### config.mk
export PLATFORM = sky130hd
export DESIGN_NAME = muldiv_unit
export DESIGN_NICKNAME = d
export VERILOG_FILES = /design/src/rtl/muldiv_unit.sv
export SDC_FILE = /design/constraint.sdc
export NUM_CORES = 1
export LEC_CHECK = 0
export ABC_AREA = 0
export ABC_CLOCK_PERIOD_IN_PS = 5800
export CAP_MARGIN = 30
export CELL_PAD_IN_SITES_DETAIL_PLACEMENT = 2
export CELL_PAD_IN_SITES_GLOBAL_PLACEMENT = 2
export CORE_MARGIN = 8
export CORE_UTILIZATION = 36
export DETAILED_ROUTE_END_ITERATION = 6
export HOLD_SLACK_MARGIN = 0.03
export PLACE_DENSITY = 0.87
export SYNTH_ARGS = -nofsm -noshare
export SYNTH_HDL_FRONTEND = slang
export SYNTH_SLANG_ARGS = --single-unit
### constraint.sdc
create_clock -name clk -period 5.8 [get_ports clk]
set_clock_uncertainty 0.2 [all_clocks]
set_input_delay 0.58 -clock clk [delete_from_list [all_inputs] [get_ports clk]]
set_output_delay 0.58 -clock clk [all_outputs]
set_load 0.1 [all_outputs]
### src/rtl/muldiv_unit.sv
// muldiv_unit: 32-cycle shift-add multiplier / restoring divider with HI/LO registers
module muldiv_unit (
  input  logic        clk,
  input  logic        reset,
  input  logic        start,
  input  logic [1:0]  op,
  input  logic [31:0] a,
  input  logic [31:0] b,
  input  logic        mthi,
  input  logic        mtlo,
  output logic [31:0] hi,
  output logic [31:0] lo,
  output logic        busy,
  output logic        done,
  output logic        divzero
);
  typedef enum logic [1:0] {IDLE, RUN, DONE} state_t;
  state_t      state, state_next;
  logic [5:0]  cnt;
  logic [63:0] acc, acc_n, prod;
  logic [31:0] m, ma, mb, quo, rem;
  logic [32:0] sum, trial, diff;
  logic        is_div, neg_p, neg_r, dz, a_neg, b_neg, ge;
  always_comb begin
    a_neg = ~op[0] & a[31];
    b_neg = ~op[0] & b[31];
    ma = a_neg ? -a : a;
    mb = b_neg ? -b : b;
    // acc holds {partial product, multiplier} or {remainder, dividend/quotient}
    sum = {1'b0, acc[63:32]} + (acc[0] ? {1'b0, m} : 33'd0);
    trial = acc[63:31];
    ge = trial >= {1'b0, m};
    diff = trial - {1'b0, m};
    acc_n = is_div ? {ge ? diff[31:0] : trial[31:0], acc[30:0], ge} : {sum, acc[31:1]};
    prod = neg_p ? -acc_n : acc_n;
    quo = neg_p ? -acc_n[31:0] : acc_n[31:0];
    rem = neg_r ? -acc_n[63:32] : acc_n[63:32];
    state_next = state;
    state_next = state == IDLE ? (start ? ((op[1] && b == 32'd0) ? DONE : RUN) : IDLE)
               : state == RUN  ? (cnt == 6'd31 ? DONE : RUN)
               : IDLE;
  end
  always_ff @(posedge clk) begin
    if (reset) begin
      state <= IDLE;
      cnt <= 6'd0;
      hi <= 32'd0;
      lo <= 32'd0;
      dz <= 1'b0;
    end else begin
      state <= state_next;
      if (state == IDLE && start) begin
        is_div <= op[1];
        m <= op[1] ? mb : ma;
        acc <= {32'd0, op[1] ? ma : mb};
        neg_p <= a_neg ^ b_neg;
        neg_r <= a_neg;
        cnt <= 6'd0;
        dz <= op[1] && b == 32'd0;
      end else if (state == IDLE) begin
        if (mthi) hi <= a;
        if (mtlo) lo <= a;
      end
      if (state == RUN) begin
        acc <= acc_n;
        cnt <= cnt + 6'd1;
        if (cnt == 6'd31) begin
          hi <= is_div ? rem : prod[63:32];
          lo <= is_div ? quo : prod[31:0];
        end
      end
    end
  end
  assign busy = state == RUN;
  assign done = state == DONE;
  assign divzero = state == DONE && dz;
endmodule

==> reports/results.ini, run 1 <==
[power]
cellPowerDensity_nw_per_um2=242.3
p_clk_share_pct=25.9
swShare_pct=41.74
p_sw_mw=1.865
power_mw=4.469
peakVddDrop_uv=190.5
leakage_nw=6.850
seq_power_share_pct=32.9
combPwrFrac_pct=41.2
internal_power_mw=2.603

[floorplanning]
core_area_sq_um=43170
num_rows=76
die_y_um=225.1
io_pins=138
design.die.area_sq_um=50680
die_w_um=225.1
start_util_pct=36.47

[finish]
area_growth_pct=17.16
num-nets-final=2186
drive_gt1_share_pct=8.459
post-route-util_pct=42.73
fin_area_sq_um=18450
final_cell_mix=nor2_1, nand2_1, a21oi_1, clkdlybuf4s50_1, mux2i_1
final_common_cell=nor2_1
fin_cells=2643

[yosys]
async_reset_ff_share_pct=0
synth_area_sq_um=15740
synth_top_area_cell=edfxtp_1
synth_top_area_share_pct=18.88
synth-seq-area-share_pct=28.16
synth_fp_nets=2076
ys.flop_type=edfxtp_1
synth_edf_count=99
ys_warn_count=0
synthTopCellsByArea=edfxtp_1, dfxtp_1, mux2i_1
synthCells=1934
synth_seq_cells=172
ys_types=102
synth.avg_cell_area_sq_um=8.141

[routing]
ant_nets=0
wl_per_cell_um=28.42
dr.pass1.iters=5
drt_iter0_drc=1379
routed_via_density=6.182
route.detailed.drc=0
vias=16340
postRouteWirelength_um=75120

[placed_design]
pre_cts_ws_ns=0.3212
placed_area_sq_um=17850
hpwl_um=56110
io_buffers=137
dp.cells=2607
globalplace.congestion=0.9578

[worst_hold_path]
min_to=dz
hold_path_depth=2
hp-class=reg2reg
hp-start=dz

[timing]
slew_headroom_pct=23.46
final-hold-violation-count=0
hold_ws_ns=0.2914
period_share_pct=95.65
final_max_slew_viol_count=0
tightestPinTransition_ns=1.148
period_minus_slack_ns=5.548
finalSetupViolations=0
rsz0062_at_grt=false
finalWorstSetupSlack_ns=0.2523
fin_tns_setup_ns=0
max_freq_mhz=180.3

[clock_tree]
cts.root.buffer_cell=clkbuf_16
cts_sinks=172
clockBufferDepth=2
cts_tree=done
cts_buffers=17
cts_hold_buf=0
clk_latency_ns=0.47
cts_htree_levels=4
clkTransAtPathRegs_ns=0.07

[setup_path]
r2r-end=hi[24]
crit_required_ns=5.93
path_class=reg2reg
critPathMaxFanout=8
endpoint_kind=flip-flop
worstSetupStartpointType=flip-flop
rrSetupSlack_ns=0.25
r2r-start=acc[41]
worst_r2r_path_depth=18
worstPathArrival_ns=5.68

[global_routing]
grt_pass1_wl_um=113200
grt_overflow=0
grt_usage_pct=28.82
grt_pass1_vias=18130
grt_max_degree=73
grt_antenna_before_repair=6

[status]
status=finished, final reports clean

[flow_run]
max-cap-violations=0

logic make-up (layout without fill, tap and decap cells):
logic type                 count (synthesis)  count (layout)  synth area share (%)
adders and majority gates                 71              71                 5.738
and+or+nand+nor                          693             693                 21.25
muxes                                    128             128                 8.194
AOI/OAI and AO/OA                        529             529                 22.50
other                                      0               1                     0
buffers and inverters                    178             301                 5.086
DFF                                      172             172                 28.16
xor gates and xnor gates                 163             163                 9.068
worst max-delay path, cell delays in order (launching register included):
cell	delay, ns
edfxtp_1	0.52
ha_1	0.52
nand4_1	0.24
a2111oi_4	0.67
o311ai_4	0.24
a31oi_4	0.44
inv_1	0.18
ha_1	0.28
o211ai_1	0.13
nor2_1	0.10
nand4_1	0.23
nor4_2	0.09
buf_4	0.17
nor2_2	0.32
a21o_1	0.20
nor3_2	0.08
a41oi_1	0.30
xor2_1	0.33
o22ai_1	0.14
worst max path at each step:
| stage | startpoint | end | slack [ns] | depth (start not counted) |
|---|---|---|---|---|
| after global routing | acc[55] | hi[24] | 0.07 | 19 |
| final | acc[41] | hi[24] | 0.25 | 18 |
| after floorplan | is_div | hi[24] | 0.98 | 21 |
| after global placement | acc[41] | hi[16] | 0.43 | 19 |
| after CTS | acc[41] | hi[24] | 0.01 | 19 |
| after detailed placement | acc[41] | hi[24] | 0.32 | 19 |
sequential cells by signal, indices dropped and copies added (netlist names):
| name | flops |
|---|---|
| acc | 64 |
| hi | 32 |
| lo | 32 |
| m | 32 |
| cnt | 6 |
| state | 2 |
| dz | 1 |
| is_div | 1 |
| neg_p | 1 |
| neg_r | 1 |
power by group through the flow:
stage          Combinational (mW)  Sequential (mW)  Clock, mW
2_1_floorplan               0.995             1.61          0
3_3_place_gp                 1.68             1.48          0
3_5_place_dp                 1.76             1.49          0
4_1_cts                      1.81             1.47       1.16
5_1_grt                      1.94             1.47       1.20
6_report                     1.84             1.47       1.16
Yosys cell counts, types with 7 or more instances:
cell type,number
ha_1,69
xor2_1,70
a21oi_1,177
nor3_1,48
a21oi_2,7
and2_1,51
nor3b_1,9
o211ai_1,14
clkbuf_1,71
and3_1,13
buf_1,16
o21ai_0,89
o21bai_1,8
a31oi_1,17
a31o_2,7
inv_1,62
or3_1,16
a211oi_1,54
buf_6,9
nand4_1,29
a21o_1,19
edfxtp_1,99
mux2i_1,121
buf_2,7
mux2_2,7
o21a_1,10
nand3_1,32
nand2b_1,16
a311oi_1,20
o21ai_1,16
o31ai_1,14
nor2_1,212
xnor2_1,93
nor4_1,15
dfxtp_1,73
nor2b_1,19
nand2_1,191
what timing repair did:
| action | 4_1_cts | 5_1_grt |
|---|---|---|
| gates resized for setup | 0 | 3 |
| endpoints found under the setup margin | 0 | 4 |
| buffers inserted | 0 | 2 |
metal layers:
layer / global-route usage, % / routed length (um) / vias to the layer above
met3: 4.151 / 3758 / 150
met2: 50.79 / 37110 / 535
met4: 10.17 / 2352 / 8
met1: 35.47 / 31850 / 8402
li1: - / - / 7245
met5: 0 / 49 / -
cell type report:
cell class	count	area (sq um)
clock buffers	20	446.7
flip-flops and latches	172	4434
well taps	585	732.0
clock inverters	12	97.59
fillers	4823	24730
multi-input cells	1584	10540
repair buffers	205	1952
inverters	64	240.2
diodes	1	2.502
Power figures use the tool's default switching activity.
==> run 2: changes to the inputs <==
--- a/config.mk
+++ b/config.mk
@@ -6,15 +6,16 @@
 export NUM_CORES = 1
 export LEC_CHECK = 0
 export ABC_AREA = 0
-export ABC_CLOCK_PERIOD_IN_PS = 5800
+export ABC_CLOCK_PERIOD_IN_PS = 5000
 export CAP_MARGIN = 30
 export CELL_PAD_IN_SITES_DETAIL_PLACEMENT = 2
 export CELL_PAD_IN_SITES_GLOBAL_PLACEMENT = 2
 export CORE_MARGIN = 8
-export CORE_UTILIZATION = 36
+export CORE_UTILIZATION = 32
 export DETAILED_ROUTE_END_ITERATION = 6
 export HOLD_SLACK_MARGIN = 0.03
-export PLACE_DENSITY = 0.87
+export PLACE_DENSITY = 0.82
+export RECOVER_POWER = 25
 export SYNTH_ARGS = -nofsm -noshare
 export SYNTH_HDL_FRONTEND = slang
 export SYNTH_SLANG_ARGS = --single-unit
==> constraint.sdc (replaced) <==
create_clock -name clk -period 5 [get_ports clk]
set_clock_uncertainty 0.2 [all_clocks]
set_input_delay 0.5 -clock clk [delete_from_list [all_inputs] [get_ports clk]]
set_output_delay 0.5 -clock clk [all_outputs]
set_load 0.1 [all_outputs]
==> run 2 against run 1 <==
Against the previous run: the flow now finishes with violations (max-capacitance violations, max-slew violations); sequential power is 16% higher; combinational power is 22% higher; critical path depth is 3 higher; total power is 20% higher; maximum frequency is 15% higher; hold slack worse by 0.023 ns; sequential cell count stayed put; global-route usage is 3.4 points lower; sequential share of layout area is 1.1 points lower; first-iteration DRC count is 24% lower; final area is 5.0% higher; worst setup slack worse by 0.077 ns; critical endpoint is now hi[16]; largest cell class unchanged; largest power group unchanged.
==> reports/results.ini, run 2 (synthesized netlist as in run 1, its figures left out) <==
[setup_path]
path_cells=ha_2 -> a21oi_2 -> buf_4 -> o211ai_1 -> nand2b_1 -> o211a_1 -> a31oi_4 -> inv_1 -> ha_1 -> o211ai_1 -> nor2_2 -> nand4_1 -> nor4_2 -> buf_4 -> nor2_2 -> a21o_1 -> nor3_1 -> buf_4 -> a31oi_1 -> xnor2_1 -> o22ai_1
worstPathArrival_ns=4.95  ; -0.73 ns
max_stage_delay_ns=0.48  ; -0.19 ns
crit_required_ns=5.13  ; -0.80 ns
crit_path_frequent_cell=buf_4
worst_r2r_path_depth=21  ; +3
worstSetupStartpointType=flip-flop
cpMaxStageDelayCell=edfxtp_1
path_class=reg2reg
critPathMaxFanout=5  ; -3
endpoint_kind=flip-flop

[clock_tree]
cts_sinks=172  ; unchanged
cts_tree=done
clk_latency_ns=0.47  ; about the same
clockBufferDepth=2  ; unchanged
cts_htree_levels=4  ; unchanged
cts.root.buffer_cell=clkbuf_16
cts_buffers=17  ; unchanged
clkTransAtPathRegs_ns=0.08  ; about the same

[global_routing]
grt_usage_pct=25.46  ; -3.4 points
grt_pass1_wl_um=112100  ; -1.0%
grt_pass1_vias=17890  ; -1.3%
grt_overflow=0  ; unchanged
grt_antenna_before_repair=1  ; -5
grt_max_degree=75  ; +2.7%

[timing]
max_freq_mhz=207.3  ; +15%
fin_tns_setup_ns=0  ; unchanged
period_share_pct=96.49  ; +0.84 points
final-hold-violation-count=0  ; unchanged
final_max_slew_viol_count=91  ; +91
finalWorstSetupSlack_ns=0.1755  ; -0.07685 ns
period_minus_slack_ns=4.825  ; -0.7231 ns
slew_headroom_pct=-55.81  ; -79 points
finalSetupViolations=0  ; unchanged
tightestPinTransition_ns=2.337  ; +1.189 ns
rsz0062_at_grt=false

[power]
cellPowerDensity_nw_per_um2=276.6  ; +14%
power_mw=5.356  ; +20%
peakVddDrop_uv=199.0  ; +4.5%
leakage_nw=7.402  ; +8.1%

[status]
violations=max-capacitance violations, max-slew violations
status=finished with violations

[routing]
ant_nets=0  ; unchanged
route.detailed.drc=0  ; unchanged
drt_iter0_drc=1050  ; -24%
vias=16380  ; +0.24%
routed_via_density=5.835  ; -5.6%
postRouteWirelength_um=74810  ; -0.41%
dr.pass1.iters=5  ; unchanged
wl_per_cell_um=26.65  ; -6.2%

[finish]
largest_register_ffs=64  ; unchanged
top_register=acc
num-nets-final=2271  ; +3.9%
fin_cells=2807  ; +6.2%
final_common_cell=nor2_1
final_cell_mix=nor2_1, nand2_1, a21oi_1, buf_4, mux2i_1
area_growth_pct=23.02
drive_gt1_share_pct=13.63  ; +5.2 points

[placed_design]
hpwl_um=57300  ; +2.1%
globalplace.congestion=0.9084  ; -5.2%
io_buffers=137  ; unchanged
pre_cts_ws_ns=0.006414  ; -0.3148 ns
dp.cells=2769  ; +6.2%

[worst_hold_path]
hp-class=reg2reg
hold_path_depth=2  ; unchanged

[floorplanning]
die_y_um=237.8  ; +5.6%
design.die.area_sq_um=56550  ; +12%
io_pins=138  ; unchanged
core_area_sq_um=48750  ; +13%
die_w_um=237.8  ; +5.6%
num_rows=81  ; +6.6%
start_util_pct=32.30  ; -4.2 points

[flow_run]
max-cap-violations=3  ; +3

==> run 2: cell count changes in the layout (fill, tap and decap cells not counted), sizes merged <==
cell	change
buf	+82
clkdlybuf4s50	-37
dlygate4sd3	+36
clkinv	-6
inv	+6
clkbuf	+4
==> run 2: worst paths after layout <==
check | startpoint | endpoint | slack, ns
setup / recovery | acc[57] | hi[16] | 0.18
hold / removal | dz | dz | 0.27
setup reg to reg | acc[57] | hi[16] | 0.18
hold reg to reg | dz | dz | 0.27
==> run 2: worst max-delay path: cells and delay by family, from the launching register on <==
kind | cells | cell delay, ns
compound gates | 8 | 1.38
xor+xnor | 1 | 0.30
fa+ha+maj | 2 | 0.57
buf+inv | 4 | 0.62
flops | 1 | 0.48
simple gates | 6 | 1.13
==> run 2: final cells by class <==
| type | count | area, sq um |
|---|---|---|
| Antenna cell | 1 | 2.502 |
| Fill cell | 5468 | 29380 |
| Clock buffer | 20 | 467.9 |
| Sequential cell | 172 | 4434 |
| Timing Repair Buffer | 290 | 2577 |
| Multi-Input combinational cell | 1584 | 10690 |
| Tap cell | 664 | 830.8 |
| Inverter | 64 | 240.2 |
| Clock inverter | 12 | 123.9 |
==> run 2: timing repair <==
| action | CTS | global route |
|---|---|---|
| endpoints found under the setup margin | 8 | 23 |
| resized for setup | 7 | 39 |
| pin swaps | 0 | 7 |
| buffers inserted | 0 | 3 |
| hold buffers | 0 | 0 |
==> run 2: per-layer routing <==
metal / routed length (um) / track usage [%] / up-vias
li1: - / - / 7421
met1: 33070 / 32.36 / 8396
met2: 36650 / 44.63 / 443
met4: 2369 / 8.407 / 0
met5: 0 / 0 / -
met3: 2721 / 2.711 / 119
==> run 2: where the power goes <==
group | total, mW | internal (mW) | switching [mW]
Combinational | 2.24 | 0.795 | 1.44
Sequential | 1.70 | 1.61 | 0.0895
Clock | 1.41 | 0.744 | 0.670
Total | 5.36 | 3.15 | 2.20
==> run 2: stage by stage <==
step,utilization (%),instance area [sq um],hold WS [ns]
2_1_floorplan,-,15740,0.2317
3_3_place_gp,38.02,18540,0.2476
3_5_place_dp,38.08,18560,0.2609
4_1_cts,39.37,19190,0.2715
5_1_grt,39.72,19360,0.3076
6_report,39.73,19370,0.2685
==> run 3: changes to the inputs <==
--- a/config.mk
+++ b/config.mk
@@ -11,10 +11,11 @@
 export CELL_PAD_IN_SITES_DETAIL_PLACEMENT = 2
 export CELL_PAD_IN_SITES_GLOBAL_PLACEMENT = 2
 export CORE_MARGIN = 8
-export CORE_UTILIZATION = 32
+export CORE_UTILIZATION = 33
+export CTS_BUF_LIST = sky130_fd_sc_hd__clkbuf_2
 export DETAILED_ROUTE_END_ITERATION = 6
 export HOLD_SLACK_MARGIN = 0.03
-export PLACE_DENSITY = 0.82
+export PLACE_DENSITY = 0.84
 export RECOVER_POWER = 25
 export SYNTH_ARGS = -nofsm -noshare
 export SYNTH_HDL_FRONTEND = slang
==> run 3 against run 2 <==
Against the previous run: the run still ends with max-capacitance violations, max-slew violations left; sequential share of layout area increased by 0.53 points; combinational power barely moved; clock power down 31%; non-clock buffer count decreased by 7; worst setup slack worse by 0.033 ns; highest routed layer unchanged.
==> reports/results.ini, run 3 (synthesized netlist as in run 1, its figures left out) <==
[status]
status=finished with violations
violations=max-capacitance violations, max-slew violations

[timing]
tightestPinTransition_ns=2.319  ; -0.01812 ns
finalWorstSetupSlack_ns=0.1427  ; -0.03270 ns
finalSetupViolations=0  ; unchanged
period_minus_slack_ns=4.857  ; +0.03270 ns
slew_headroom_pct=-54.60  ; +1.2 points
rsz0062_at_grt=true
period_share_pct=97.15  ; +0.65 points
hold_ws_ns=0.1292  ; -0.1393 ns
final_max_slew_viol_count=117  ; +29%
final-hold-violation-count=0  ; unchanged
max_freq_mhz=205.9  ; -0.67%
fin_tns_setup_ns=0  ; unchanged

[routing]
ant_nets=0  ; unchanged
routed_via_density=5.960  ; +2.1%
wl_met3_um=3055  ; +12%
dr.pass1.iters=5  ; unchanged
drt_iter0_drc=1081  ; +3.0%
wl_per_cell_um=26.53  ; -0.45%
wl_met2_um=35490  ; -3.2%
routed.top_layer=met4
vias=16420  ; +0.24%
postRouteWirelength_um=73090  ; -2.3%
m1WireLength_um=32230  ; -2.6%
route.detailed.drc=0  ; unchanged

[setup_path]
worstPathArrival_ns=5.46  ; +0.51 ns
endpoint_kind=flip-flop
cpMaxStageDelayCell=edfxtp_1
worstSetupStartpointType=flip-flop
crit_required_ns=5.61  ; +0.48 ns
path_cells=inv_1 -> ha_1 -> nand2_2 -> o21a_1 -> nand2_2 -> o311ai_4 -> a31oi_4 -> inv_1 -> ha_1 -> o211ai_1 -> nor2_2 -> nand4_1 -> nor4_2 -> buf_4 -> nor2_2 -> a21o_1 -> nor3_1 -> buf_4 -> a31oi_1 -> xnor2_1 -> o22ai_1
critPathMaxFanout=7  ; +2
max_stage_delay_ns=0.57  ; +0.09 ns
path_class=reg2reg

[global_routing]
grt_antenna_before_repair=6  ; +5
grt_usage_pct=25.98  ; +0.52 points
grt_pass1_vias=18010  ; +0.68%
grt_pass1_wl_um=110100  ; -1.8%
grt_overflow=0  ; unchanged
grt_max_degree=70  ; -6.7%

[clock_tree]
cts_tree=done
clockBufferDepth=2  ; unchanged
clk_latency_ns=0.95  ; +0.48 ns
clkTransAtPathRegs_ns=0.29  ; +0.21 ns
cts_buffers=17  ; unchanged
cts.root.buffer_cell=clkbuf_2
cts_sinks=172  ; unchanged
cts_htree_levels=4  ; unchanged

[floorplanning]
die_w_um=234.4  ; -1.4%
core_area_sq_um=47450  ; -2.7%
design.die.area_sq_um=54960  ; -2.8%
io_pins=138  ; unchanged
start_util_pct=33.18  ; +0.89 points
num_rows=80  ; -1.2%
die_y_um=234.4  ; -1.4%

[placed_design]
io_buffers=137  ; unchanged
placed_area_sq_um=18370  ; -1.0%
dp.cells=2703  ; -2.4%
hpwl_um=58090  ; +1.4%
globalplace.congestion=0.9679  ; +6.5%
pre_cts_ws_ns=-0.1774  ; -0.1838 ns

[power]
peakVddDrop_uv=127.3  ; -36%
cellPowerDensity_nw_per_um2=258.0  ; -6.7%
power_mw=4.884  ; -8.8%
leakage_nw=7.106  ; -4.0%

[finish]
drive_gt1_share_pct=12.97  ; -0.66 points
fin_area_sq_um=18930  ; -2.3%
final_common_cell=nor2_1
final_cell_mix=nor2_1, nand2_1, a21oi_1, buf_4, clkdlybuf4s50_1
num-nets-final=2264  ; -0.31%
fin_cells=2755  ; -1.9%
area_growth_pct=20.23
largest_register_ffs=64  ; unchanged
post-route-util_pct=39.89  ; +0.16 points
top_register=acc

[flow_run]
max-cap-violations=4  ; +1

[worst_hold_path]
hp-class=in2reg

[run 3: worst max-delay path: cells and delay by family, from the launching register on]
kind / cells / cell delay, ns
AOI/OAI and AO/OA: 7 / 1.32
DFF: 1 / 0.57
buffers and inverters: 4 / 0.64
and+or+nand+nor: 7 / 1.10
adders and majority gates: 2 / 0.62
xor gates and xnor gates: 1 / 0.30
[run 3: final timing paths]
| check | from | endpoint | slack, ns | cells past startpoint |
|---|---|---|---|---|
| max | m[11] | hi[16] | 0.14 | 21 |
| min reg2reg | dz | dz | 0.30 | 2 |
| max reg2reg | m[11] | hi[16] | 0.14 | 21 |
| min | a[4] | hi[4] | 0.13 | 4 |
[run 3: layer usage]
metal	GRT usage, %	vias to the layer above
met5	0	-
met4	8.775	0
met3	3.157	113
met2	45.45	489
met1	32.80	8415
li1	-	7402
[run 3: layout make-up]
cell class	count	area [sq um]
antenna	5	12.51
clock buffer	17	85.08
timing repair buffer	283	2474
inverter	64	240.2
fill	5404	28520
clock inverter	15	206.4
sequential	172	4434
multi-input combinational	1584	10710
tap	615	769.5
[run 3: what timing repair did]
action	CTS	global route
hold endpoints to repair	8	7
setup endpoints to repair	9	22
gates resized for setup	8	39
pin swaps	5	12
hold buffers	1	1
buffers inserted	5	7
[run 3: power by group]
group,internal [mW],switching (mW)
clock,0.338,0.628
sequential,1.62,0.0927
combinational,0.789,1.42
total,2.74,2.14
